$ cat config.mk
export PLATFORM = sky130hd
export DESIGN_NAME = segment_capture
export DESIGN_NICKNAME = d
export VERILOG_FILES = /design/src/rtl/segment_capture.sv
export SDC_FILE = /design/constraint.sdc
export NUM_CORES = 1
export LEC_CHECK = 0
export BUFFER_PORTS_ARGS = -buffer_cell sky130_fd_sc_hd__buf_4
export CORE_UTILIZATION = 51
export CTS_BUF_LIST = sky130_fd_sc_hd__clkbuf_4
export CTS_CLUSTER_SIZE = 30
export DETAILED_ROUTE_END_ITERATION = 10
export GPL_ROUTABILITY_DRIVEN = 0
export PLACE_DENSITY = 0.78
export SYNTH_ARGS = -nofsm -noshare
export SYNTH_HDL_FRONTEND = slang
export SYNTH_SLANG_ARGS = --single-unit
$ cat constraint.sdc
create_clock -name clk -period 2.1 [get_ports clk]
set_input_delay 0 -clock clk [delete_from_list [all_inputs] [get_ports clk]]
set_output_delay 0 -clock clk [all_outputs]
set_load 0.1 [all_outputs]
$ cat src/rtl/segment_capture.sv
// segment_capture: passive receiver for the multiplexed 3-digit 7-segment bus.
// Realigns select with segment, decodes active-low glyphs and decimal points,
// follows the blank/digit0/digit1/digit2 scan order and republishes the
// original 15-bit display word once per complete, error-free frame.
module segment_capture #(
    parameter int SEG_LAG = 1
) (
    input  logic        clk,
    input  logic        rst,
    input  logic [7:0]  segment,
    input  logic [2:0]  select,
    output logic [14:0] data,
    output logic        valid,
    output logic        changed,
    output logic        err_code,
    output logic        err_seq,
    output logic [7:0]  frame_count
);

    typedef enum logic [2:0] {
        SYNC  = 3'd0,
        WAIT0 = 3'd1,
        D0    = 3'd2,
        D1    = 3'd3,
        D2    = 3'd4
    } state_t;

    state_t      state, state_nx;
    logic [2:0]  sel_d;
    logic        is_digit;
    logic [1:0]  digit_idx;
    logic        glyph_ok;
    logic [3:0]  glyph_nib;
    logic        glyph_err;
    logic        seq_err;
    logic        commit;
    logic        start;
    logic        bad_frame;
    logic [14:0] shadow;

    // Select runs SEG_LAG cycles ahead of segment; delay it so both describe the same slot.
    generate
        if (SEG_LAG == 0) begin : g_nolag
            assign sel_d = select;
        end else begin : g_lag
            logic [SEG_LAG-1:0][2:0] sel_pipe;

            // Shift register aligning select with the segment data
            always_ff @(posedge clk or posedge rst) begin
                if (rst) begin
                    sel_pipe <= '0;
                end else begin
                    sel_pipe[0] <= select;
                    for (int i = 1; i < SEG_LAG; i++) sel_pipe[i] <= sel_pipe[i-1];
                end
            end

            assign sel_d = sel_pipe[SEG_LAG-1];
        end
    endgenerate

    // Classify the aligned slot: one of the three digit enables, or not a digit
    always_comb begin
        is_digit  = 1'b0;
        digit_idx = 2'd0;
        case (sel_d)
            3'b001: begin is_digit = 1'b1; digit_idx = 2'd0; end
            3'b010: begin is_digit = 1'b1; digit_idx = 2'd1; end
            3'b100: begin is_digit = 1'b1; digit_idx = 2'd2; end
            default: ;
        endcase
    end

    // Map the active-low glyph back to its hex value; anything else is unknown
    always_comb begin
        glyph_ok  = 1'b1;
        glyph_nib = 4'h0;
        case (segment[6:0])
            7'h40: glyph_nib = 4'h0;
            7'h79: glyph_nib = 4'h1;
            7'h24: glyph_nib = 4'h2;
            7'h30: glyph_nib = 4'h3;
            7'h19: glyph_nib = 4'h4;
            7'h12: glyph_nib = 4'h5;
            7'h02: glyph_nib = 4'h6;
            7'h78: glyph_nib = 4'h7;
            7'h00: glyph_nib = 4'h8;
            7'h10: glyph_nib = 4'h9;
            7'h08: glyph_nib = 4'hA;
            7'h03: glyph_nib = 4'hB;
            7'h46: glyph_nib = 4'hC;
            7'h21: glyph_nib = 4'hD;
            7'h06: glyph_nib = 4'hE;
            7'h0E: glyph_nib = 4'hF;
            default: glyph_ok = 1'b0;
        endcase
    end

    assign glyph_err = is_digit && !glyph_ok;

    // Scan-order state register
    always_ff @(posedge clk or posedge rst) begin
        if (rst) state <= SYNC;
        else     state <= state_nx;
    end

    // Scan-order next state; any deviation drops back to SYNC with err_seq
    always_comb begin
        state_nx = state;
        seq_err  = 1'b0;
        commit   = 1'b0;
        start    = 1'b0;
        case (state)
            SYNC: begin
                if (sel_d == 3'b000) state_nx = WAIT0;
            end
            WAIT0: begin
                if (sel_d == 3'b001) begin
                    state_nx = D0;
                    start    = 1'b1;
                end else if (sel_d != 3'b000) begin
                    seq_err = 1'b1;
                end
            end
            D0: begin
                if (sel_d == 3'b010)      state_nx = D1;
                else if (sel_d != 3'b001) seq_err  = 1'b1;
            end
            D1: begin
                if (sel_d == 3'b100)      state_nx = D2;
                else if (sel_d != 3'b010) seq_err  = 1'b1;
            end
            D2: begin
                if (sel_d == 3'b000) begin
                    state_nx = WAIT0;
                    commit   = 1'b1;
                end else if (sel_d != 3'b100) begin
                    seq_err = 1'b1;
                end
            end
            default: seq_err = 1'b1;
        endcase
        if (seq_err) state_nx = SYNC;
    end

    // Shadow word: every digit-slot cycle overwrites its nibble and dp, last sample wins
    always_ff @(posedge clk or posedge rst) begin
        if (rst) begin
            shadow <= '0;
        end else if (seq_err) begin
            shadow <= '0;
        end else if (is_digit) begin
            if (glyph_ok) shadow[4*digit_idx +: 4] <= glyph_nib;
            shadow[12 + digit_idx] <= ~segment[7];
        end
    end

    // Bad-frame flag: set by any unknown glyph, cleared at frame start or at a dropped commit
    always_ff @(posedge clk or posedge rst) begin
        if (rst)                  bad_frame <= 1'b0;
        else if (glyph_err)       bad_frame <= 1'b1;
        else if (start || commit) bad_frame <= 1'b0;
    end

    // Publish the shadow word on a clean D2 -> blank edge and raise the status pulses
    always_ff @(posedge clk or posedge rst) begin
        if (rst) begin
            data        <= '0;
            valid       <= 1'b0;
            changed     <= 1'b0;
            err_code    <= 1'b0;
            err_seq     <= 1'b0;
            frame_count <= '0;
        end else begin
            valid    <= 1'b0;
            changed  <= 1'b0;
            err_code <= glyph_err;
            err_seq  <= seq_err;
            if (commit && !bad_frame) begin
                data        <= shadow;
                valid       <= 1'b1;
                changed     <= (shadow != data);
                frame_count <= frame_count + 8'd1;
            end
        end
    end

endmodule

==> results_dict.tcl, run 1 <==
set metrics [dict create \
    clk_pin_slew_ps 140 \
    synth_seq_cells 49 \
    clock-root-buffer "clkbuf_4" \
    p_leak_nw 1.62 \
    crit_path_start_kind "flop" \
    final_cell_mix "nand2_1, dfrtp_1, buf_4" \
    min_to "shadow[3]" \
    cp-end-kind "flop" \
    max_freq_ghz 0.503 \
    final_common_cell "nand2_1" \
    arrival_ps 2270 \
    topRoutingLayerUsed "met4" \
    wl_met3_um 189 \
    yosysUniqueCellTypes 57 \
    cp.required_ps 2390 \
    reg2reg_from "g_lag.sel_pipe[1]" \
    timing.setup.critical_path_class "flop to flop" \
    seqPwrFrac_pct 56.0 \
    dpl.hpwl_um 3950 \
    htree_num_levels 2 \
    nets 328 \
    hold_viol 0 \
    placed_cell_area_um2 2980 \
    gr-total-overflow 0 \
    synth_nets 286 \
    syn_to_final_growth_pct 16.0 \
    fin_area_um2 3110 \
    r2r_end "shadow[8]" \
    yosys_most_used_dff "dfrtp_1" \
    synth_warnings 0 \
    dieArea_um2 5550 \
    coreArea_um2 5070 \
    viasPerCell 5.36 \
    fin_crit_sh_pct 94.6 \
    dpl_worst_slack_ps 169 \
    p_switching_w 0.000457 \
    min_path_type "input port to flop" \
    worst_slack_ps 113 \
    grt_pass1_vias 1876 \
    antenna_found_initial 0 \
    setup_viol 0 \
    port_buffers 39 \
    syn_area_per_cell_um2 9.85 \
    netlist_area_um2 2680 \
    cts_tree "built" \
    postCtsHoldBufs 5 \
    drv_cap 0 \
    fp.dieH_um 74.5 \
    finalSetupTns_ps 0 \
    pwr-share-clk_pct 30.4 \
    cts_buffers 5 \
    start_util_pct 52.8 \
    post_cts.repair.setup_buffers 0 \
    r2r_setup_slack_ps 110 \
    worst_pin_slew_ps 559 \
    clock_path_buffers 2 \
    synth_edf_count 0 \
    hold_depth 4 \
    post_drt_wl_per_cell_um 13.8 \
    drc 0 \
    clk_latency_ps 360 \
    clock_skew_ps 12.0 \
    seq_area_frac_synth_pct 45.8 \
    cp_max_fo 18 \
    rsz0062_at_grt "no" \
    clock_sinks 49 \
    pin_count 40 \
    finalMaxSlewViolations 0 \
    vdd_drop_max_uv 257 \
    grt_max_degree 28 \
    relSlewSlack_pct 62.3 \
    p_sw_share_pct 25.5 \
    ctsResizeCount 0 \
    drt_iter0_drc 114 \
    power_frac_comb_pct 13.5 \
    vias 2062 \
    status "finished, final reports clean" \
    rows 26 \
    post-route-util_pct 61.2 \
    period_needed_ps 1990 \
    drive_gt1_share_pct 23.8 \
    route.met2.wl_um 2680 \
    syn_inst 272 \
    power_density_nw_per_um2 576 \
    hp-start "segment[6]" \
    drt-total-wl_um 5300 \
    wl_met1_um 2360 \
    postSynth.asyncResetShare_pct 100 \
    die-width_um 74.5 \
    drtPass1Iterations 4 \
    r2r_cells 5 \
    power.internal_w 0.00133 \
    grt_pass1_wl_um 8770 \
    antennaDiodeCount 0 \
    ant_nets 0 \
    grt_usage_pct 20.7 \
]
## worst max-delay path by stage
| stage | from | slack (ps) | depth (start not counted) | endpoint |
|---|---|---|---|---|
| 6_report | g_lag.sel_pipe[1] | 110 | 5 | shadow[8] |
| 5_1_grt | g_lag.sel_pipe[1] | 3 | 5 | shadow[4] |
| 4_1_cts | g_lag.sel_pipe[1] | 130 | 5 | shadow[8] |
| 3_5_place_dp | g_lag.sel_pipe[1] | 170 | 5 | shadow[8] |
| 3_3_place_gp | g_lag.sel_pipe[1] | 260 | 5 | shadow[8] |
| 2_1_floorplan | g_lag.sel_pipe[1] | 340 | 7 | shadow[3] |
## metal layers
metal,vias to the layer above,global-route usage (%)
met3,6,4.07
met5,-,0
met2,52,34.6
li1,1016,-
met4,0,6.50
met1,988,27.1
## cell families (layout without fill, tap and decap cells)
| kind of cell | Yosys count | in the layout | synth area share (%) |
|---|---|---|---|
| and+or+nand+nor | 123 | 123 | 23.5 |
| DFF | 49 | 49 | 45.8 |
| AOI/OAI and AO/OA | 43 | 43 | 13.0 |
| xor gates and xnor gates | 25 | 25 | 8.17 |
| buffers and inverters | 23 | 66 | 6.07 |
| muxes | 8 | 8 | 2.99 |
| adders and majority gates | 1 | 1 | 0.467 |
## power groups by stage
stage | Sequential (W) | Clock, W | Combinational, W
detailed placement | 0.00102 | 0 | 0.000235
finish | 0.00100 | 0.000545 | 0.000242
floorplan | 0.00103 | 0 | 0.000169
global placement | 0.00102 | 0 | 0.000230
CTS | 0.00100 | 0.000555 | 0.000243
global route | 0.00101 | 0.000591 | 0.000267
## cell type report
class	instances	area, µm²
fillers	432	1970
multi-input cells	200	1290
flip-flops and latches	49	1230
repair buffers	52	403
well taps	70	87.6
clock buffers	6	45.0
clock inverters	2	33.8
inverters	6	22.5
## synthesized netlist by cell type, types with 5 or more instances
| library cell | instances | share of area [%] |
|---|---|---|
| nor3_1 | 6 | 1.1 |
| dfrtp_1 | 49 | 46 |
| and2_1 | 6 | 1.4 |
| nor2_1 | 15 | 2.1 |
| xnor2_1 | 9 | 2.9 |
| nand2_1 | 65 | 9.1 |
| buf_4 | 5 | 1.4 |
| a21oi_1 | 8 | 1.5 |
| mux2i_1 | 8 | 3.0 |
| xor2_1 | 16 | 5.2 |
## registers in the layout, indices dropped and copies added (netlist names)
| name | count |
|---|---|
| changed | 1 |
| shadow | 15 |
| err_seq | 1 |
| bad_frame | 1 |
| valid | 1 |
| data | 15 |
| err_code | 1 |
| state | 3 |
| frame_count | 8 |
| g_lag.sel_pipe | 3 |
## per-stage QoR
step | power (W) | hold WS, ps | std cells
floorplan | 0.00120 | 31.4 | 272
global route | 0.00187 | 80.7 | 385
global placement | 0.00125 | 87.0 | 372
detailed placement | 0.00126 | 88.2 | 372
finish | 0.00179 | 81.7 | 385
CTS | 0.00180 | 69.8 | 385
## critical path: stages (launching register included)
cell and delay (ps):
dfrtp_1 400, or3b_4 400, o22a_1 240, o211ai_4 450, o21ai_0 250, mux2i_1 170
(Power assumes the default switching activity.)
==> run 2, diff against run 1 <==
Settings changed: CORE_ASPECT_RATIO from default to 1.5, CORE_UTILIZATION 51 to 43, PLACE_DENSITY 0.78 to 0.68, TNS_END_PERCENT from default to 50.
==> run 2 against run 1 <==
Total power grew 1.6%. Critical endpoint is now shadow[5]. Critical path depth grew 1. Register-to-register slack gained 110 ps. Sequential share of layout area shrank 0.35 points. Largest cell class unchanged.
==> results_dict.tcl, run 2 (synthesized netlist as in run 1, its figures left out) <==
set metrics [dict create \
    multi_input_area_um2 1290 \
    seqCellArea_um2 1230 \
    setup_viol 0 \
    coreArea_um2 5910 \
    post-route-util_pct 53.0 \
    rsz0062_at_grt "no" \
    busiest_layer "met2" \
    die-width_um 66.4 \
    reg_top3 "data: 15 flops, shadow: 15 flops, frame_count: 8 flops" \
    clock_path_buffers 2 \
    power_density_nw_per_um2 580 \
    crit_slowest_cell "dfrtp_1" \
    cp-end-kind "flop" \
    worst_pin_slew_ps 626 \
    ant_nets 0 \
    cp_max_fo 14 \
    grt_pass1_vias 2039 \
    clock-root-buffer "clkbuf_4" \
    post_drt_wl_per_cell_um 13.7 \
    grt_max_degree 50 \
    drtPass1Iterations 4 \
    clock_sinks 49 \
    htree_num_levels 2 \
    nets 329 \
    finalMaxSlewViolations 0 \
    cts_buffers 5 \
    start_util_pct 45.3 \
    antennaDiodeCount 0 \
    clk_latency_ps 380 \
    fillCellCount 541 \
    cp_top_family "compound AO/OA/AOI/OAI gates" \
    crit_buf_inv 1 \
    pin_count 40 \
    syn_to_final_growth_pct 17.0 \
    dpl.hpwl_um 3890 \
    worst_slack_ps 222 \
    met3_usage_pct 3.01 \
    clock_skew_ps 11.5 \
    max_freq_ghz 0.532 \
    final_common_cell "nand2_1" \
    drt_iter0_drc 83 \
    status "finished, final reports clean" \
    fp.dieH_um 98.7 \
    drive_gt1_share_pct 24.4 \
    fin_crit_sh_pct 89.4 \
    slowest_delay_ps 400 \
    min_path_type "input port to flop" \
    antenna_found_initial 0 \
    grt_usage_pct 18.4 \
    vdd_drop_max_uv 292 \
    port_buffers 39 \
    viasPerCell 5.25 \
    timing.setup.critical_path_class "flop to flop" \
    cp.required_ps 2400 \
    globalRouteMet1Util_pct 21.5 \
    dpl_worst_slack_ps 234 \
    power_w 0.00182 \
    hold_viol 0 \
    finalSetupTns_ps 0 \
    final_cell_mix "nand2_1, dfrtp_1, buf_4" \
    p_leak_nw 1.63 \
    drt-total-wl_um 5300 \
    gr-total-overflow 0 \
    grtUsageMet2_pct 32.9 \
    cts_tree "built" \
    path_cells "or3b_4, o22a_1, o211ai_4, buf_4, nand2_1, mux2i_1" \
    relSlewSlack_pct 57.7 \
    dieArea_um2 6560 \
    rows 34 \
    grt_pass1_wl_um 9320 \
    crit_path_start_kind "flop" \
    drv_cap 0 \
    arrival_ps 2180 \
    period_needed_ps 1880 \
    clk_pin_slew_ps 140 \
    vias 2036 \
    drc 0 \
]
==> run 2: tightest hold or removal path: cells and delay by family <==
kind / cells / cell delay [ps]
buf+inv: 1 / 150
compound gates: 1 / 140
simple gates: 1 / 90
mux: 1 / 50
==> run 2: worst paths after layout <==
check                             startpoint                end  slack (ps)  cells after the start
min in group asynchronous                rst           data[13]         180                      4
max reg2reg                g_lag.sel_pipe[1]          shadow[5]         220                      6
max in group asynchronous                rst  g_lag.sel_pipe[1]        1680                      4
max                        g_lag.sel_pipe[1]          shadow[5]         220                      6
min                               segment[6]          shadow[3]          70                      4
min reg2reg                   frame_count[7]     frame_count[7]         490                      1
==> run 2: layout make-up <==
cell class / count / area share (%)
clock buffers: 5 / 1.20
clock inverters: 3 / 1.48
inverters: 6 / 0.718
multi-input cells: 200 / 41.1
flip-flops and latches: 49 / 39.1
well taps: 72 / 2.87
repair buffers: 53 / 13.5
==> run 2: metrics by stage <==
step | cells | instance area [µm²] | hold WS, ps
after floorplan | 272 | 2680 | 31.4
after global placement | 375 | 3000 | 66.1
after detailed placement | 375 | 3000 | 70.4
after CTS | 388 | 3140 | 67.9
after global routing | 388 | 3140 | 110
final | 388 | 3140 | 69.8
==> run 2: layer usage <==
layer / up-vias / share of wire [%]
li1: 1018 / -
met1: 977 / 43
met2: 35 / 53
met3: 6 / 2.7
met4: 0 / 1.5
met5: - / 0
==> run 2: where the power goes <==
part	internal (W)	switching (W)	total [W]
combinational	0.000103	0.000143	0.000247
sequential	0.000974	0.0000279	0.00100
clock	0.000252	0.000319	0.000571
total	0.00133	0.000490	0.00182
==> run 2: what timing repair did <==
action / in CTS / in global routing
buffers inserted: 0 / 0
hold buffers: 5 / 0
endpoints found under the setup margin: 0 / 0
endpoints found under the hold margin: 55 / 0
resized for setup: 0 / 0
==> run 3, diff against run 2 <==
Settings changed: ABC_CLOCK_PERIOD_IN_PS from default to 2100, CTS_BUF_LIST sky130_fd_sc_hd__clkbuf_4 to sky130_fd_sc_hd__clkbuf_16, SKIP_CTS_REPAIR_TIMING from default to 1.
==> run 3 against run 2 <==
Cell count stayed put. Largest cell class unchanged. Non-clock buffer count did not move. Combinational power about the same. Clock skew is 4.3 ps lower. Largest power group unchanged.
==> results_dict.tcl, run 3 (synthesized netlist as in run 1, its figures left out) <==
set metrics [dict create \
    clk_latency_ps 290 \
    power_frac_comb_pct 11.4 \
    cp.required_ps 2310 \
    status "finished, final reports clean" \
    grt_pass1_wl_um 9450 \
    cts_tree "built" \
    cts_buffers 5 \
    power_density_nw_per_um2 674 \
    rows 34 \
    reg_top3 "data: 15 flops, shadow: 15 flops, frame_count: 8 flops" \
    p_switching_w 0.000530 \
    slowest_delay_ps 400 \
    path_cells "or3b_4, o22a_1, o211ai_4, o21ai_0, mux2i_1" \
    r2r_setup_slack_ps 220 \
    route.met2.wl_um 2820 \
    dieArea_um2 6560 \
    seqPwrFrac_pct 46.1 \
    min_path_type "input port to flop" \
    period_needed_ps 1880 \
    p_leak_nw 1.67 \
    finalMaxSlewViolations 0 \
    clock-root-buffer "clkbuf_16" \
    wl_met3_um 162 \
    drtPass1Iterations 4 \
    start_util_pct 45.3 \
    drv_cap 0 \
    die-width_um 66.4 \
    syn_to_final_growth_pct 20.3 \
    crit_buf_inv 0 \
    vias 2040 \
    relSlewSlack_pct 59.2 \
    vdd_drop_max_uv 358 \
    placed_cell_area_um2 3000 \
    coreArea_um2 5910 \
    antennaDiodeCount 0 \
    topRoutingLayerUsed "met4" \
    drc 0 \
    fp.dieH_um 98.7 \
    fin_crit_sh_pct 89.4 \
    antenna_found_initial 0 \
    cp-end-kind "flop" \
    grt_pass1_vias 2058 \
    crit_slowest_cell "or3b_4" \
    max_freq_ghz 0.533 \
    arrival_ps 2090 \
    nets 329 \
    rsz0062_at_grt "no" \
    ant_nets 0 \
    post_drt_wl_per_cell_um 14.0 \
    port_buffers 39 \
    cp_max_fo 14 \
    pwr-share-clk_pct 42.5 \
    clock_skew_ps 7.22 \
    crit_path_start_kind "flop" \
    final_cell_mix "nand2_1, dfrtp_1, buf_4" \
    gr-total-overflow 0 \
    wl_met1_um 2310 \
    viasPerCell 5.26 \
    cp_top_family "compound AO/OA/AOI/OAI gates" \
    dpl.hpwl_um 3890 \
    grt_usage_pct 18.7 \
    clock_path_buffers 2 \
    setup_viol 0 \
    hold_viol 0 \
    grt_max_degree 50 \
    clk_pin_slew_ps 70 \
    fin_area_um2 3220 \
    finalSetupTns_ps 0 \
    htree_num_levels 2 \
    power.internal_w 0.00164 \
    timing.setup.critical_path_class "flop to flop" \
    p_sw_share_pct 24.4 \
    pin_count 40 \
    final_common_cell "nand2_1" \
    drt-total-wl_um 5420 \
    worst_pin_slew_ps 604 \
    drt_iter0_drc 100 \
    clock_sinks 49 \
    drive_gt1_share_pct 24.4 \
]
## run 3: cell count changes in the layout (fill, tap and decap cells not counted)
cell,delta
clkbuf_4,-5
clkbuf_16,+5
## run 3: through the flow
step	setup WS, ps	power [W]	hold WS [ps]	utilization, %	std cells
2_1_floorplan	337	0.00120	31.4	-	272
3_3_place_gp	306	0.00126	66.1	50.8	375
3_5_place_dp	234	0.00126	70.4	50.8	375
4_1_cts	214	0.00219	-243	53.7	383
5_1_grt	114	0.00226	215	54.5	388
6_report	223	0.00217	172	54.5	388
## run 3: tightest hold or removal path: stages
cell	delay, ps
buf_4	150
o41ai_1	130
nand3_2	80
mux2i_1	50
## run 3: worst paths after layout
check | startpoint | cells after the start | endpoint
hold / removal | segment[6] | 4 | shadow[3]
max in group asynchronous | rst | 4 | frame_count[4]
hold reg to reg | frame_count[7] | 1 | frame_count[7]
setup reg to reg | g_lag.sel_pipe[1] | 5 | shadow[8]
setup / recovery | g_lag.sel_pipe[1] | 5 | shadow[8]
min in group asynchronous | rst | 4 | data[13]
## run 3: metal layers
metal,up-vias,track usage [%]
met5,-,0
met4,0,7.53
met3,12,3.01
met2,45,33.0
met1,970,22.0
li1,1013,-
## run 3: power by group through the flow
stage | Sequential (W) | Combinational [W] | Clock, W
floorplan | 0.00103 | 0.000169 | 0
global placement | 0.00102 | 0.000240 | 0
detailed placement | 0.00102 | 0.000243 | 0
CTS | 0.00100 | 0.000244 | 0.000941
global route | 0.00101 | 0.000273 | 0.000979
finish | 0.00100 | 0.000247 | 0.000923
## run 3: final cells by class
type,instances,area [µm²]
fillers,534,2690
multi-input cells,200,1290
flip-flops and latches,49,1230
repair buffers,53,423
clock buffers,5,125
well taps,72,90.1
clock inverters,3,46.3
inverters,6,22.5
